**src/rtl/machine_dispatch_pkg.sv**
```systemverilog
// Shared types for the dispatch block: tag encodings, slot layout of the 320-bit
// pending table, FSM states and small slot-field helpers.
package machine_types;

  localparam int NARROW_W  = 65;
  localparam int WIDE_W    = 95;
  localparam int NUM_SLOTS = 4;
  localparam int TABLE_W   = 2 * NARROW_W + 2 * WIDE_W;
  localparam int PAYLOAD_W = WIDE_W - 2;

  typedef logic [1:0]           tag_t;
  typedef logic [TABLE_W-1:0]   table_t;
  typedef logic [PAYLOAD_W-1:0] payload_t;

  localparam tag_t TAG_EMPTY  = 2'b00;
  localparam tag_t TAG_QUEUED = 2'b01;
  localparam tag_t TAG_BUSY   = 2'b10;

  typedef enum logic [1:0] {
    ST_IDLE  = 2'd0,
    ST_ISSUE = 2'd1,
    ST_WAIT  = 2'd2
  } state_t;

  // Slot 0 sits at the top of the table: [319:255] [254:190] [189:95] [94:0].
  function automatic tag_t get_tag(input table_t t, input logic [1:0] idx);
    case (idx)
      2'd0:    get_tag = t[319:318];
      2'd1:    get_tag = t[254:253];
      2'd2:    get_tag = t[189:188];
      default: get_tag = t[94:93];
    endcase
  endfunction

  function automatic payload_t get_payload(input table_t t, input logic [1:0] idx);
    case (idx)
      2'd0:    get_payload = {{(PAYLOAD_W - NARROW_W + 2){1'b0}}, t[317:255]};
      2'd1:    get_payload = {{(PAYLOAD_W - NARROW_W + 2){1'b0}}, t[252:190]};
      2'd2:    get_payload = t[187:95];
      default: get_payload = t[92:0];
    endcase
  endfunction

  function automatic table_t set_tag(input table_t t, input logic [1:0] idx, input tag_t tag);
    set_tag = t;
    case (idx)
      2'd0:    set_tag[319:318] = tag;
      2'd1:    set_tag[254:253] = tag;
      2'd2:    set_tag[189:188] = tag;
      default: set_tag[94:93]   = tag;
    endcase
  endfunction

endpackage

```
**src/rtl/machine_dispatch_if.sv**
```systemverilog
// Issue channel between the dispatcher (master) and the reducer (slave):
// valid/ready request plus the reducer's completion pulse.
interface machine_dispatch_if;
  import machine_types::*;

  logic     issue_vld;
  logic     issue_rdy;
  logic [1:0] issue_slot;
  payload_t issue_data;
  logic     done;

  modport master (
    output issue_vld,
    output issue_slot,
    output issue_data,
    input  issue_rdy,
    input  done
  );

  modport slave (
    input  issue_vld,
    input  issue_slot,
    input  issue_data,
    output issue_rdy,
    output done
  );

endinterface

```
**src/rtl/machine_dispatch_slot_pick.sv**
```systemverilog
// Combinational fixed-priority picker: lowest-index slot whose tag is QUEUED.
// Busy and illegal tags are never selected.
module machine_slot_pick
  import machine_types::*;
(
  input  logic [NUM_SLOTS-1:0][1:0] tags,
  output logic                      found,
  output logic [1:0]                idx
);

  always_comb begin
    found = 1'b0;
    idx   = 2'd0;
    // Scan downward so the lowest matching index is the last one written.
    for (int i = NUM_SLOTS - 1; i >= 0; i--) begin
      if (tags[i] == TAG_QUEUED) begin
        found = 1'b1;
        idx   = 2'(i);
      end
    end
  end

endmodule

```
**src/rtl/machine_dispatch.sv**
```systemverilog
// Pending-table register and single-outstanding issue FSM.
// Optional watchdog on the WAIT state is enabled by MACHINE_DISPATCH_TIMEOUT_EN.
module machine_dispatch
  import machine_types::*;
#(
  parameter int TIMEOUT_CYCLES = 255
) (
  input  logic              system1000,
  input  logic              system1000_rst,
  input  logic [TABLE_W-1:0] svc_result,
  output logic [TABLE_W-1:0] pending,
  machine_dispatch_if.master iss,
  output logic [2:0]        occupancy,
  output logic              timeout_err
);

  if (TIMEOUT_CYCLES < 1 || TIMEOUT_CYCLES > 255) begin : g_bad_timeout
    $error("TIMEOUT_CYCLES must fit the 8-bit watchdog (1..255)");
  end

  state_t     state_q, state_d;
  table_t     pending_q, pending_d;
  logic       vld_q, vld_d;
  logic [1:0] slot_q, slot_d;
  payload_t   data_q, data_d;
  logic       tmo_q, tmo_d;

  logic [NUM_SLOTS-1:0][1:0] tags;
  logic                      pick_found;
  logic [1:0]                pick_idx;

  for (genvar gi = 0; gi < NUM_SLOTS; gi++) begin : g_tags
    assign tags[gi] = get_tag(pending_q, 2'(gi));
  end

  machine_slot_pick u_pick (
    .tags  (tags),
    .found (pick_found),
    .idx   (pick_idx)
  );

`ifdef MACHINE_DISPATCH_TIMEOUT_EN
  localparam logic [7:0] TMO_LIMIT = 8'(TIMEOUT_CYCLES);
  logic [7:0] cnt_q, cnt_d;
`endif

  always_comb begin
    state_d   = state_q;
    pending_d = svc_result;
    vld_d     = vld_q;
    slot_d    = slot_q;
    data_d    = data_q;
    tmo_d     = 1'b0;
`ifdef MACHINE_DISPATCH_TIMEOUT_EN
    cnt_d     = cnt_q;
`endif
    case (state_q)
      ST_IDLE: begin
        if (pick_found) begin
          slot_d  = pick_idx;
          data_d  = get_payload(pending_q, pick_idx);
          vld_d   = 1'b1;
          state_d = ST_ISSUE;
        end
      end
      ST_ISSUE: begin
        // Tag override beats svc_result for the latched slot; payload is untouched.
        if (iss.issue_rdy) begin
          pending_d = set_tag(svc_result, slot_q, TAG_BUSY);
          vld_d     = 1'b0;
          state_d   = ST_WAIT;
`ifdef MACHINE_DISPATCH_TIMEOUT_EN
          cnt_d     = 8'd0;
`endif
        end
      end
      ST_WAIT: begin
        if (iss.done) begin
          pending_d = set_tag(svc_result, slot_q, TAG_EMPTY);
          state_d   = ST_IDLE;
        end
`ifdef MACHINE_DISPATCH_TIMEOUT_EN
        else if (cnt_q == TMO_LIMIT) begin
          pending_d = set_tag(svc_result, slot_q, TAG_EMPTY);
          tmo_d     = 1'b1;
          state_d   = ST_IDLE;
        end else begin
          cnt_d = cnt_q + 8'd1;
        end
`endif
      end
      default: begin
        vld_d   = 1'b0;
        state_d = ST_IDLE;
      end
    endcase
  end

  always_ff @(posedge system1000) begin
    if (system1000_rst) begin
      state_q   <= ST_IDLE;
      pending_q <= '0;
      vld_q     <= 1'b0;
      slot_q    <= 2'd0;
      data_q    <= '0;
      tmo_q     <= 1'b0;
`ifdef MACHINE_DISPATCH_TIMEOUT_EN
      cnt_q     <= 8'd0;
`endif
    end else begin
      state_q   <= state_d;
      pending_q <= pending_d;
      vld_q     <= vld_d;
      slot_q    <= slot_d;
      data_q    <= data_d;
      tmo_q     <= tmo_d;
`ifdef MACHINE_DISPATCH_TIMEOUT_EN
      cnt_q     <= cnt_d;
`endif
    end
  end

  always_comb begin
    occupancy = 3'd0;
    for (int i = 0; i < NUM_SLOTS; i++) begin
      occupancy = occupancy + {2'b00, (tags[i] != TAG_EMPTY)};
    end
  end

  assign pending        = pending_q;
  assign iss.issue_vld  = vld_q;
  assign iss.issue_slot = slot_q;
  assign iss.issue_data = data_q;
  assign timeout_err    = tmo_q;

endmodule

```
**src/flat_wrapper.sv**
```systemverilog
// flat-port wrapper written by rule: the top's interface ports become plain ports
module machine_dispatch_flat import machine_types::*;
#(
  parameter int TIMEOUT_CYCLES = 255
)
  (system1000, system1000_rst, svc_result, pending, occupancy, timeout_err, iss_issue_vld, iss_issue_slot, iss_issue_data, iss_issue_rdy, iss_done);
  machine_dispatch_if iss_i ();
  input  logic system1000;
  input  logic system1000_rst;
  input  logic [TABLE_W-1:0] svc_result;
  output logic [TABLE_W-1:0] pending;
  output logic [2:0] occupancy;
  output logic timeout_err;
  output wire logic [$bits(iss_i.issue_vld)-1:0] iss_issue_vld;
  output wire logic [$bits(iss_i.issue_slot)-1:0] iss_issue_slot;
  output wire logic [$bits(iss_i.issue_data)-1:0] iss_issue_data;
  input wire logic [$bits(iss_i.issue_rdy)-1:0] iss_issue_rdy;
  input wire logic [$bits(iss_i.done)-1:0] iss_done;
  assign iss_issue_vld = iss_i.issue_vld;
  assign iss_issue_slot = iss_i.issue_slot;
  assign iss_issue_data = iss_i.issue_data;
  assign iss_i.issue_rdy = iss_issue_rdy;
  assign iss_i.done = iss_done;
  machine_dispatch #(.TIMEOUT_CYCLES(TIMEOUT_CYCLES)) u_core (.system1000(system1000), .system1000_rst(system1000_rst), .svc_result(svc_result), .pending(pending), .iss(iss_i), .occupancy(occupancy), .timeout_err(timeout_err));
endmodule
```
**config.mk**
```make
export PLATFORM = sky130hd
export DESIGN_NAME = machine_dispatch_flat
export DESIGN_NICKNAME = d
export VERILOG_FILES = /design/src/rtl/machine_dispatch_pkg.sv /design/src/rtl/machine_dispatch_if.sv /design/src/rtl/machine_dispatch_slot_pick.sv /design/src/rtl/machine_dispatch.sv /design/src/flat_wrapper.sv
export SDC_FILE = /design/constraint.sdc
export NUM_CORES = 1
export LEC_CHECK = 0
export CELL_PAD_IN_SITES_DETAIL_PLACEMENT = 1
export CELL_PAD_IN_SITES_GLOBAL_PLACEMENT = 1
export CORE_AREA = 2 2 288 290
export CTS_CLUSTER_SIZE = 16
export DETAILED_ROUTE_END_ITERATION = 12
export DIE_AREA = 0 0 290 292
export PLACE_DENSITY = 0.55
export SETUP_SLACK_MARGIN = 0.02
export SKIP_CTS_REPAIR_TIMING = 1
export SYNTH_ARGS = -nofsm -noshare
export SYNTH_HDL_FRONTEND = slang
export SYNTH_SLANG_ARGS = --single-unit
```
**constraint.sdc**
```tcl
create_clock -name system1000 -period 5.7 [get_ports system1000]
set_clock_uncertainty 0.05 [all_clocks]
set_input_delay 1.14 -clock system1000 [delete_from_list [all_inputs] [get_ports system1000]]
set_output_delay 1.14 -clock system1000 [all_outputs]
set_load 0.02 [all_outputs]
```
==> flow_metrics.py <==
metrics = {
    "pwr": {
        "peakVddDrop_v": 0.000268,
        "power_frac_comb_pct": 34.8,
        "p_leak_nw": 8.83,
        "power.share.clock_pct": 31.5,
        "seq_power_share_pct": 33.7,
        "finalPower_mw": 10.6,
        "switching_share_pct": 35.7,
        "powerDensity_mw_per_mm2": 426,
        "power_switching_mw": 3.79,
        "power.internal_mw": 6.82,
    },
    "setup_path": {
        "critPathRequiredTime_ns": 4.51,
        "cp-end-kind": "output pin",
        "r2r_slack_ns": 2.41,
        "path_max_fanout": 4,
        "worst_ep_arrival_time_ns": 2.89,
        "criticalPathCategory": "reg2out",
        "start_kind": "flip-flop",
    },
    "clock_network": {
        "clockBufferDepth": 3,
        "worstSkewPairLatency_ns": 0.59,
        "clkTransAtPathRegs_ns": 0.06,
        "cts_tree": "built",
        "cts.sinks": 418,
        "cts_buffers": 51,
        "cts_root_buf": "clkbuf_16",
        "htree_levels": 2,
    },
    "final_layout": {
        "seq_area_mm2": 0.00838,
        "fin_cells": 3216,
        "drive_gt1_share_pct": 5.56,
        "fill_cells": 9149,
        "area_delta_synth_final_pct": 68.4,
        "postLayoutCoreUtil_pct": 30.5,
        "nets": 2432,
        "multi_input_area_mm2": 0.00560,
    },
    "grt": {
        "overflow": 0,
        "grt_pass1_vias": 14900,
        "grt_use_total_pct": 17.1,
        "grt_first_pass_wirelength_um": 108000,
        "antenna_found_initial": 8,
        "grt_max_degree": 142,
    },
    "yosys": {
        "ys_ff_latch": 418,
        "yosysUniqueCellTypes": 40,
        "netlist_instances": 1430,
        "netlist_area_mm2": 0.0148,
        "synth_warnings": 0,
        "avgSynthCellArea_um2": 10.3,
        "yosysSeqAreaShare_pct": 56.7,
        "syn_nets": 1760,
    },
    "run": {
        "max_cap_viol_count": 0,
    },
    "route": {
        "routedWlPerCell_um": 23.5,
        "wl_um": 75500,
        "drt-vias-per-instance": 4.32,
        "drtPass1Iterations": 9,
        "ant_nets": 0,
        "drc": 0,
        "vias": 13900,
        "drt-initial-drc-count": 796,
    },
    "timing": {
        "finalSetupViolCount": 0,
        "finalCritPeriodShare_pct": 71.6,
        "slew_headroom_pct": 26.3,
        "hold_viol_final": 0,
        "drv_slew": 0,
        "worst_pin_slew_ns": 1.11,
        "rsz0062_at_grt": "no",
        "min_period_ns": 4.08,
        "finalSetupTns_ns": 0,
        "max_freq_mhz": 245,
    },
    "placed_design": {
        "io_buffer_count": 742,
        "gp_congestion": 0.799,
        "dp.cells": 3119,
        "dp_hpwl_um": 54500,
    },
    "die": {
        "initial_core_util_pct": 18.1,
        "die_w_um": 290,
        "io-pin-count": 744,
        "die_h_um": 292,
        "fp-row-count": 105,
        "coreArea_mm2": 0.0816,
        "dieArea_mm2": 0.0847,
    },
    "worst_hold_path": {
        "hp-class": "reg2reg",
    },
    "outcome": {
        "status": "finished clean",
    },
}
-- layout by cell type, fill, tap and decap left out, drive strengths merged, types with 13 or more instances in the layout --
master,count
clkdlybuf4s50,741
dfxtp,418
nor2b,315
a21oi,76
clkbuf,74
inv,69
o31ai,64
a222oi,63
o32ai,63
nand3b,63
nor2,34
nor3,32
a221oi,30
buf,17
nand2b,14
o21ai,13
clkinv,13
-- cells by family (layout without fill, tap and decap cells) --
kind of cell,count (synthesis),after routing,share of synthesized area (%)
AND/OR/NAND/NOR,482,482,20.2
flip-flops,418,418,56.7
adder cells (fa/ha/maj),6,6,0.559
multiplexers,1,1,0.0678
other,1,5,0.0254
AO/OA/AOI/OAI,315,315,16.6
buffers and inverters,207,919,5.91
-- path summary, 6_finish.rpt --
kind | start | endpoint | cells after the start
min reg2reg | u_core.iss.issue_data[13]$_SDFFE_PP0P_ | u_core.iss.issue_data[13]$_SDFFE_PP0P_ | 2
max | u_core.pending[318]$_SDFF_PP0_ | occupancy[1] | 5
min | u_core.iss.issue_data[13]$_SDFFE_PP0P_ | u_core.iss.issue_data[13]$_SDFFE_PP0P_ | 2
max reg2reg | u_core.pending[253]$_SDFF_PP0_ | u_core.iss.issue_data[61]$_SDFFE_PP0P_ | 6
-- cells in the mapped netlist (all sizes together) --
cell type,instances,area [um^2]
mux2i,1,10.0
and3,1,6.26
nor2b,315,1990
conb,1,3.75
nand3,2,10.0
and2b,2,17.5
o21ai,13,65.1
buf,38,239
ha,5,62.6
o31ai,64,494
nor3b,1,7.51
o32ai,63,552
o41ai,1,27.5
nand4,1,6.26
dfxtp,418,8370
a21oi,76,380
and2,1,6.26
or2,4,25.0
nor2,34,128
fa,1,20.0
inv,68,255
a41oi,1,8.76
and3b,2,17.5
a221oi,30,263
nand2,9,33.8
nor4,1,12.5
a211oi,3,22.5
nand2b,14,87.6
a222oi,63,631
o22ai,1,6.26
clkbuf,101,379
nand3b,63,473
nor3,32,165
-- metrics by stage --
stage	hold slack (ns)	setup slack [ns]	cell area [um^2]
6_report	0.402	1.62	24900
5_1_grt	0.423	1.50	24900
4_1_cts	0.403	1.55	24900
3_5_place_dp	0.395	2.24	23100
3_3_place_gp	0.392	2.23	23100
2_1_floorplan	0.419	2.38	14800
-- sequential cells by signal, indices dropped and copies added (netlist names) --
register / count
u_core.pending: 320
u_core.iss.issue_slot: 2
u_core.state_q: 2
u_core.iss.issue_vld: 1
u_core.iss.issue_data: 93
-- critical path, cell delays in order (launching register included) --
cell and delay, ns:
dfxtp_1 0.36, or2_2 0.32, ha_1 0.30, fa_1 0.43, ha_1 0.30, clkdlybuf4s50_1 0.60
-- final cells by class --
| type | instances | share of cell area (%) |
|---|---|---|
| diodes | 4 | 0.0403 |
| clock inverters | 19 | 0.810 |
| well taps | 1070 | 5.38 |
| inverters | 68 | 1.03 |
| flip-flops and latches | 418 | 33.7 |
| repair buffers | 758 | 30.4 |
| multi-input cells | 805 | 22.5 |
| clock buffers | 74 | 6.09 |
-- power by group through the flow --
stage | Clock (mW) | Sequential, mW | Combinational [mW]
global placement | 0 | 3.63 | 3.72
CTS | 3.44 | 3.58 | 3.76
detailed placement | 0 | 3.64 | 3.74
finish | 3.34 | 3.57 | 3.69
global route | 3.56 | 3.62 | 3.97
floorplan | 0 | 4.01 | 1.55
-- per-layer routing --
layer	up-vias	track usage [%]	wire length (um)
met2	597	30.9	38100
met4	8	4.57	1650
met3	105	6.59	7090
met1	6796	18.5	28600
met5	-	0	48
li1	6397	-	-
Note: power is estimated with default switching activity, not from simulation.
